File: config.mk
export PLATFORM = sky130hd
export DESIGN_NAME = rtx_range_marker
export DESIGN_NICKNAME = d
export VERILOG_FILES = /design/src/rtl/rtx_range_marker.sv
export SDC_FILE = /design/constraint.sdc
export NUM_CORES = 1
export LEC_CHECK = 0
export CORE_MARGIN = 2
export CORE_UTILIZATION = 45
export DETAILED_ROUTE_END_ITERATION = 8
export GPL_ROUTABILITY_DRIVEN = 0
export PLACE_DENSITY = 0.75
export REMOVE_ABC_BUFFERS = 1
export SLEW_MARGIN = 30
export SYNTH_ARGS = -nofsm -noshare
export SYNTH_HDL_FRONTEND = slang
export SYNTH_SLANG_ARGS = --single-unit
export TNS_END_PERCENT = 5
File: constraint.sdc
create_clock -name clk -period 15.9 [get_ports clk]
set_input_delay 2.385 -clock clk [delete_from_list [all_inputs] [get_ports clk]]
set_output_delay 2.385 -clock clk [all_outputs]
set_load 0.005 [all_outputs]
File: src/rtl/rtx_range_marker.sv
// Applies a retransmit-range decision to a flow's rtx bitmap, CHUNK bits per
// cycle, and reports how many bits went from 0 to 1.
module rtx_range_marker #(
   parameter int SEQ_W     = 32,
   parameter int WIN_SIZE  = 128,
   parameter int CHUNK     = 16,
   parameter int FLOW_ID_W = 10,
   parameter int CNT_W     = 8
) (
   input  logic                 clk,
   input  logic                 rst,
   input  logic                 in_valid,
   output logic                 in_ready,
   input  logic [FLOW_ID_W-1:0] in_flow_id,
   input  logic                 in_mark_rtx,
   input  logic [SEQ_W-1:0]     in_rtx_start,
   input  logic [SEQ_W-1:0]     in_rtx_end,
   input  logic [SEQ_W-1:0]     in_wnd_start,
   input  logic [WIN_SIZE-1:0]  in_rtx_wnd,
   output logic                 out_valid,
   input  logic                 out_ready,
   output logic [FLOW_ID_W-1:0] out_flow_id,
   output logic [WIN_SIZE-1:0]  out_rtx_wnd,
   output logic [CNT_W-1:0]     out_new_cnt
);

   localparam int WIN_LG   = $clog2(WIN_SIZE);
   localparam int CHUNK_LG = $clog2(CHUNK);
   localparam int KW       = WIN_LG - CHUNK_LG;

   typedef enum logic [1:0] {IDLE, MARK, OUT} state_e;

   state_e                state_q, state_d;
   logic [FLOW_ID_W-1:0]  flow_id_q, flow_id_d;
   logic [WIN_SIZE-1:0]   wnd_q, wnd_d;
   logic [CNT_W-1:0]      cnt_q, cnt_d;
   logic [WIN_LG-1:0]     s_off_q, s_off_d;
   logic [CNT_W-1:0]      e_off_q, e_off_d;
   logic [KW-1:0]         k_q, k_d;
   logic [KW-1:0]         last_q, last_d;
   logic                  out_valid_q, out_valid_d;
   logic                  in_ready_q, in_ready_d;

   logic [SEQ_W-1:0]      s_full, e_full;
   logic [CNT_W-1:0]      e_clamp;
   logic [WIN_LG-1:0]     e_last;
   logic                  empty;
   logic [WIN_LG-1:0]     base, pos;
   logic [CHUNK-1:0]      chunk_old, chunk_new;
   logic [CNT_W-1:0]      add;

   always_comb begin
      state_d   = state_q;
      flow_id_d = flow_id_q;
      wnd_d     = wnd_q;
      cnt_d     = cnt_q;
      s_off_d   = s_off_q;
      e_off_d   = e_off_q;
      k_d       = k_q;
      last_d    = last_q;

      s_full  = in_rtx_start - in_wnd_start;
      e_full  = in_rtx_end - in_wnd_start;
      e_clamp = (e_full > SEQ_W'(WIN_SIZE)) ? CNT_W'(WIN_SIZE) : e_full[CNT_W-1:0];
      // Low bits of WIN_SIZE are zero, so this wraps to WIN_SIZE-1 when clamped.
      e_last  = e_clamp[WIN_LG-1:0] - WIN_LG'(1);
      empty   = !in_mark_rtx || (s_full >= SEQ_W'(e_clamp));

      base      = {k_q, {CHUNK_LG{1'b0}}};
      chunk_old = wnd_q[base +: CHUNK];
      chunk_new = chunk_old;
      add       = '0;
      pos       = '0;
      for (int unsigned i = 0; i < CHUNK; i++) begin
         pos = base | WIN_LG'(i);
         if (pos >= s_off_q && {1'b0, pos} < e_off_q && !chunk_old[i]) begin
            chunk_new[i] = 1'b1;
            add          = add + CNT_W'(1);
         end
      end

      case (state_q)
         IDLE: begin
            if (in_valid) begin
               flow_id_d = in_flow_id;
               wnd_d     = in_rtx_wnd;
               cnt_d     = '0;
               s_off_d   = s_full[WIN_LG-1:0];
               e_off_d   = e_clamp;
               k_d       = s_full[WIN_LG-1:CHUNK_LG];
               last_d    = e_last[WIN_LG-1:CHUNK_LG];
               state_d   = empty ? OUT : MARK;
            end
         end
         MARK: begin
            wnd_d[base +: CHUNK] = chunk_new;
            cnt_d = cnt_q + add;
            k_d   = k_q + KW'(1);
            if (k_q == last_q) state_d = OUT;
         end
         OUT: begin
            if (out_ready) state_d = IDLE;
         end
         default: state_d = IDLE;
      endcase

      out_valid_d = (state_d == OUT);
      in_ready_d  = (state_d == IDLE);
   end

   always_ff @(posedge clk) begin
      if (rst) begin
         state_q     <= IDLE;
         flow_id_q   <= '0;
         wnd_q       <= '0;
         cnt_q       <= '0;
         s_off_q     <= '0;
         e_off_q     <= '0;
         k_q         <= '0;
         last_q      <= '0;
         out_valid_q <= 1'b0;
         in_ready_q  <= 1'b1;
      end else begin
         state_q     <= state_d;
         flow_id_q   <= flow_id_d;
         wnd_q       <= wnd_d;
         cnt_q       <= cnt_d;
         s_off_q     <= s_off_d;
         e_off_q     <= e_off_d;
         k_q         <= k_d;
         last_q      <= last_d;
         out_valid_q <= out_valid_d;
         in_ready_q  <= in_ready_d;
      end
   end

   assign in_ready    = in_ready_q;
   assign out_valid   = out_valid_q;
   assign out_flow_id = flow_id_q;
   assign out_rtx_wnd = wnd_q;
   assign out_new_cnt = cnt_q;

endmodule

; ---- Word level (Yosys, flattened, before mapping)
; Index checks and enable logic that the tools add are counted.
[word_totals]
regBits = 171
latch_bits = 0
ramBits = 0
romBits = 0
elab_cells = 173
memories = 0
[classes]
addsub = 21
n_mul = 0
div = 0
magnitude_cmp = 34
n_eq_ne = 5
shifts = 3
muxes = 45
bitwise_logic = 0
n_reduce_logical = 55
[op_table]
columns = cell, n
row1 = 128-bit one-hot mux with 2 select lines, 1
row2 = 128-bit bitwise mux, 1
row3 = 7-bit by 8-bit < comparator with 1-bit output, 16
row4 = 128-bit 2-to-1 mux, 1
row5 = 8-bit 2-to-1 mux, 16
row6 = 16-bit by 9-bit variable shift with 128-bit output (first input constant), 1
row7 = 128-bit by 8-bit variable part select with 16-bit output, 1
row8 = 16-bit by 9-bit variable part select with 128-bit output, 1
row9 = 8-bit by 1-bit adder with 8-bit output (second input constant), 14
row10 = 7-bit greater-or-equal comparator, 16
row11 = 32-bit subtractor, 2
row12 = 32-bit by 8-bit greater-or-equal comparator with 1-bit output, 1
row13 = 32-bit by 8-bit > comparator with 1-bit output (second input constant), 1
row14 = 1-bit logical AND, 32
row15 = 1-bit zero test, 17
row16 = 1-bit 2-to-1 mux, 17
row17 = 8-bit one-hot mux with 2 select lines, 1
row18 = 2-bit 2-to-1 mux, 5
row19 = 7-bit negator with 9-bit output, 1
row20 = 8-bit adder, 1
row21 = 7-bit by 1-bit subtractor with 7-bit output (second input constant), 1
row22 = 2-bit one-hot mux with 3 select lines, 1
row23 = 3-bit one-hot mux with 2 select lines, 1
row24 = 2-bit equality test (second input constant), 2
row25 = other kinds (10), 12

; ---- Depth between registers and ports, before layout
[depth]
depth_word = 36
ltp_mapped = 59

; ---- Worst setup path before layout
; OpenSTA, ideal clock, no wires.
[synth_timing]
path_type = reg2reg
start = register k_q[0]
end = register cnt_q[7], in the netlist out_new_cnt[7]
setup_ps = 70
arrival_time_ps = 12190
path_slack_ps = 3639
stages_incl_launch_ff = 56
path_buffers = 4
path_cell_list = dfxtp_1 -> buf_6 -> buf_2 -> buf_1 -> clkbuf_1 -> mux4_2 -> mux2i_1 -> nand2b_1 -> inv_1 -> ha_1 -> xnor2_1 -> inv_1 -> ha_1 -> nand2_1 -> o21ai_0 -> ha_1 -> nor2b_1 -> a211oi_1 -> [... 20 more ...] -> ha_1 -> mux2_2 -> ha_1 -> mux2_2 -> ha_1 -> mux2_2 -> ha_1 -> mux2_2 -> ha_1 -> a21o_1 -> a21o_1 -> a21o_1 -> a21oi_1 -> nor2b_1 -> o21a_1 -> o31ai_1 -> nand2_1 -> a21oi_1
[synth_via]
elab_chain_len = 36
word_cells_on_any_way = 114
[synth_rtl]
columns = item, line_no
row1 = start: declaration, 39  ; logic [KW-1:0] k_q, k_d;
row2 = start signal: assignment, 130  ; k_q <= k_d;
row3 = 128-bit by 8-bit variable part select with 16-bit output (tied with other cells), 70  ; chunk_old = wnd_q[base +: CHUNK];
row4 = 1-bit zero test / 1-bit logical AND (equally long branches), 76  ; if (pos >= s_off_q && {1'b0, pos} < e_off_q && !chunk_old[i]) begin
row5 = 1-bit logical AND, 76
row6 = 1-bit 2-to-1 mux, 76
row7 = 1-bit by 1-bit adder with 2-bit output, 78  ; add = add + CNT_W'(1);
row8 = 2-bit 2-to-1 mux, 76
row9 = 8-bit by 1-bit adder with 8-bit output, 78
row10 = 8-bit 2-to-1 mux, 76
row11 = [... 20 more ...], -
row12 = 8-bit by 1-bit adder with 8-bit output, 78
row13 = 8-bit 2-to-1 mux, 76
row14 = 8-bit by 1-bit adder with 8-bit output, 78
row15 = 8-bit 2-to-1 mux, 76
row16 = 8-bit by 1-bit adder with 8-bit output, 78
row17 = 8-bit 2-to-1 mux *, 76
row18 = 8-bit adder *, 97  ; cnt_d = cnt_q + add;
row19 = 8-bit one-hot mux with 2 select lines *, 82  ; case (state_q)
row20 = end signal: assignment, 127  ; cnt_q <= cnt_d;
row21 = end: declaration, 36  ; logic [CNT_W-1:0] cnt_q, cnt_d;
; Mark *: on every way between the ends. The rest lies on a longest branch, timed or not.
; A chain may end at the register's enable or synchronous reset.

; ---- Worst setup path in the final report
[layout_timing]
start = register k_q[1]
end = register cnt_q[7], in the netlist out_new_cnt[7]
; Same word-level chain as after synthesis.

==> qor.csv <==
metric;value;unit
internal power;1.217;mW
TritonCTS clock tree;yes;
most common cell after layout, fill and taps aside;clkdlybuf4s50_1;
sequential area share after synthesis;23.88;%
initial antenna violation count;2;
Critical Path RT;16.28;ns
Crit Path Class;flip-flop to flip-flop;
clock share of power;19.4;%
commonest cells after routing, fill and taps aside;clkdlybuf4s50_1 (385), nand2_1 (334), dfxtp_1 (169);
vias per cell;6.152;
vias after detailed routing;16220;
io pins;387;
multi-input logic area;10200;um2
hold_ws;0.4612;ns
Die ar.;33300;um2
Hold Fails Final Rpt;0;
largest buffer count on any clock path;2;
Peak Freq;75.22;MHz
Total Routing Usage GR;32.03;%
wire per inst;20.79;um
combinational share of power;58.0;%
# port buffers;386;
crit-path max cell delay;0.54;ns
H-tree depth;4;
sequential share of power;22.5;%
Initial Util;45.55;%
synthesized instance count;1901;
Clock Latency Late Sink;0.45;ns
Tcrit/Tclk final;83.61;%
Yosys reg bits;171;
core area;31470;um2
CP max FO;42;
NetSw;0.9276;mW
switch share;43.25;%
HP Class;flip-flop to flip-flop;
iteration-0 DRC count of the detailed router;1661;
first-pass GRT wire length;84390;um
Top FF cell, synth;dfxtp_1;
post-CTS setup buffer count;0;
Overflow after GRT;0;
P per Cell Area;112.1;nW/um2
filler instances;2785;
Routed Antenna Nets;0;
FP Rows;65;
Worst Setup Start Kind;flip-flop;
CTS Sinks;171;
Synth Warn #;0;
Final setup viols;0;
Die Wd;182.5;um
asr flop ratio synth;0;%
EDFF count, synth;0;
critical path arrival;13.67;ns
Worst Path Buf+Inv;6;
total power;2.145;mW
Rel. slew slack;26.98;%
worst slew pin tran;1.093;ns
vias in the first global route;15510;
most frequent CP cell;ha_1;
outcome;complete, no violations;
Final Net Count;2569;
leak pwr;7.527;nW
Synth Area per Inst;7.542;um2
Register Area;3426;um2
Post-CTS Resized;0;
Peak supply drop;0.1292;mV
Clock Skews;0.01799;ns
synthesized area;14340;um2
CP delay by family, top;adder cells;
Max Cap Viol;0;
DRC;0;
hold_buf cts;0;
RSZ-0062 raised after global routing;no;
Layout area overhead;33.48;%
CTS buffer count;17;
DP HPWL;40570;um
CTS clock-pin slew for the worst setup and hold paths;0.08;ns
final WL;54810;um
setup TNS;0;ns
post-layout min period;13.29;ns
layout cells sized above 1;6.090;%
Root Driver;clkbuf_16;
largest net degree at the start of global routing;93;
Slew Limit Fails;0;
crit path max-delay cell type;buf_4;
Setup crit end kind;flip-flop;
Die Height;182.5;um
first-pass iteration count of the detailed router;7;
Yosys cell types;84;
## worst paths after layout
| check | start | endpoint | slack, ns | depth (start not counted) |
|---|---|---|---|---|
| worst max-delay path | k_q[1] | out_new_cnt[7] | 2.61 | 54 |
| worst min-delay path | s_off_q[6] | s_off_q[6] | 0.46 | 2 |
| worst max register to register | k_q[1] | out_new_cnt[7] | 2.61 | 54 |
| worst min register to register | s_off_q[6] | s_off_q[6] | 0.46 | 2 |
## logic make-up after synthesis
logic type,Yosys count,share of synthesized area (%)
AO/OA/AOI/OAI,505,22.90
XOR/XNOR,87,5.995
adder cells (fa/ha/maj),111,9.826
buffers and inverters,215,5.707
flip-flops,171,23.88
multiplexers,66,7.444
AND/OR/NAND/NOR,746,24.25
## synthesized netlist by cell type (all sizes together), types with 6 or more instances
cell | number | area [um2]
o2111ai | 7 | 61.31
mux2i | 29 | 290.3
a21oi | 96 | 491.7
dfxtp | 171 | 3423
o21a | 11 | 82.58
a221oi | 8 | 70.07
inv | 108 | 405.4
xor2 | 28 | 245.2
nor2 | 118 | 442.9
a31oi | 107 | 669.4
a21boi | 11 | 82.58
xnor2 | 54 | 499.2
nor4b | 6 | 97.60
or2 | 7 | 43.80
nor3b | 7 | 52.55
o21bai | 6 | 45.04
o41ai | 7 | 61.31
and3 | 9 | 56.30
mux4 | 32 | 720.7
and2 | 22 | 137.6
o211ai | 6 | 45.04
buf | 12 | 56.30
nand4 | 13 | 81.33
o21ai | 109 | 545.5
nand2 | 334 | 1254
nor3 | 33 | 165.2
a2111oi | 6 | 52.55
ha | 107 | 1339
nand2b | 21 | 131.4
o31ai | 12 | 90.09
a21o | 22 | 165.2
clkbuf | 95 | 356.6
nor2b | 19 | 118.9
nor4 | 7 | 43.79
nand3 | 115 | 575.6
a211oi | 43 | 322.8
or3 | 16 | 100.1
## per-layer routing
layer  global-route usage (%)  share of wire [%]
met5                        0                  0
met4                    16.06                5.5
met3                    9.639                 11
met2                    50.84                 45
met1                    39.43                 39
## through the flow
stage               utilization, %  setup WS (ns)  cells  area (um2)
floorplan                        -          2.826   1794       13920
global placement             58.80          3.220   2602       18510
detailed placement           58.89          2.809   2603       18540
CTS                          60.72          2.755   2635       19110
global route                 60.81          1.679   2637       19140
finish                       60.81          2.606   2637       19140
## area by class of cell
class	count	area share, %
timing repair buffer	407	21.04
tap	402	2.628
inverter	108	2.118
sequential	171	17.90
clock inverter	15	0.7845
antenna	2	0.02615
clock buffer	17	2.223
multi-input combinational	1515	53.28
## power groups by stage
stage	Clock [mW]	Sequential, mW	Combinational, mW
2_1_floorplan	0	0.493	0.875
3_3_place_gp	0	0.490	1.18
3_5_place_dp	0	0.491	1.22
4_1_cts	0.418	0.482	1.23
5_1_grt	0.437	0.486	1.36
6_report	0.417	0.483	1.24
## tightest hold or removal path: cells and delay by family (launching register included)
family           cells  cell delay (ns)
AO/OA/AOI/OAI        1             0.05
flip-flops           1             0.31
AND/OR/NAND/NOR      1             0.05
## state kept, by name (all words and copies together), names as in the netlist
signal	flops
out_flow_id	10
out_valid	1
out_new_cnt	8
out_rtx_wnd	128
state_q	2
k_q	3
s_off_q	7
in_ready	1
e_off_q	8
last_q	3
No activity file was read; power rests on OpenSTA's default activity.
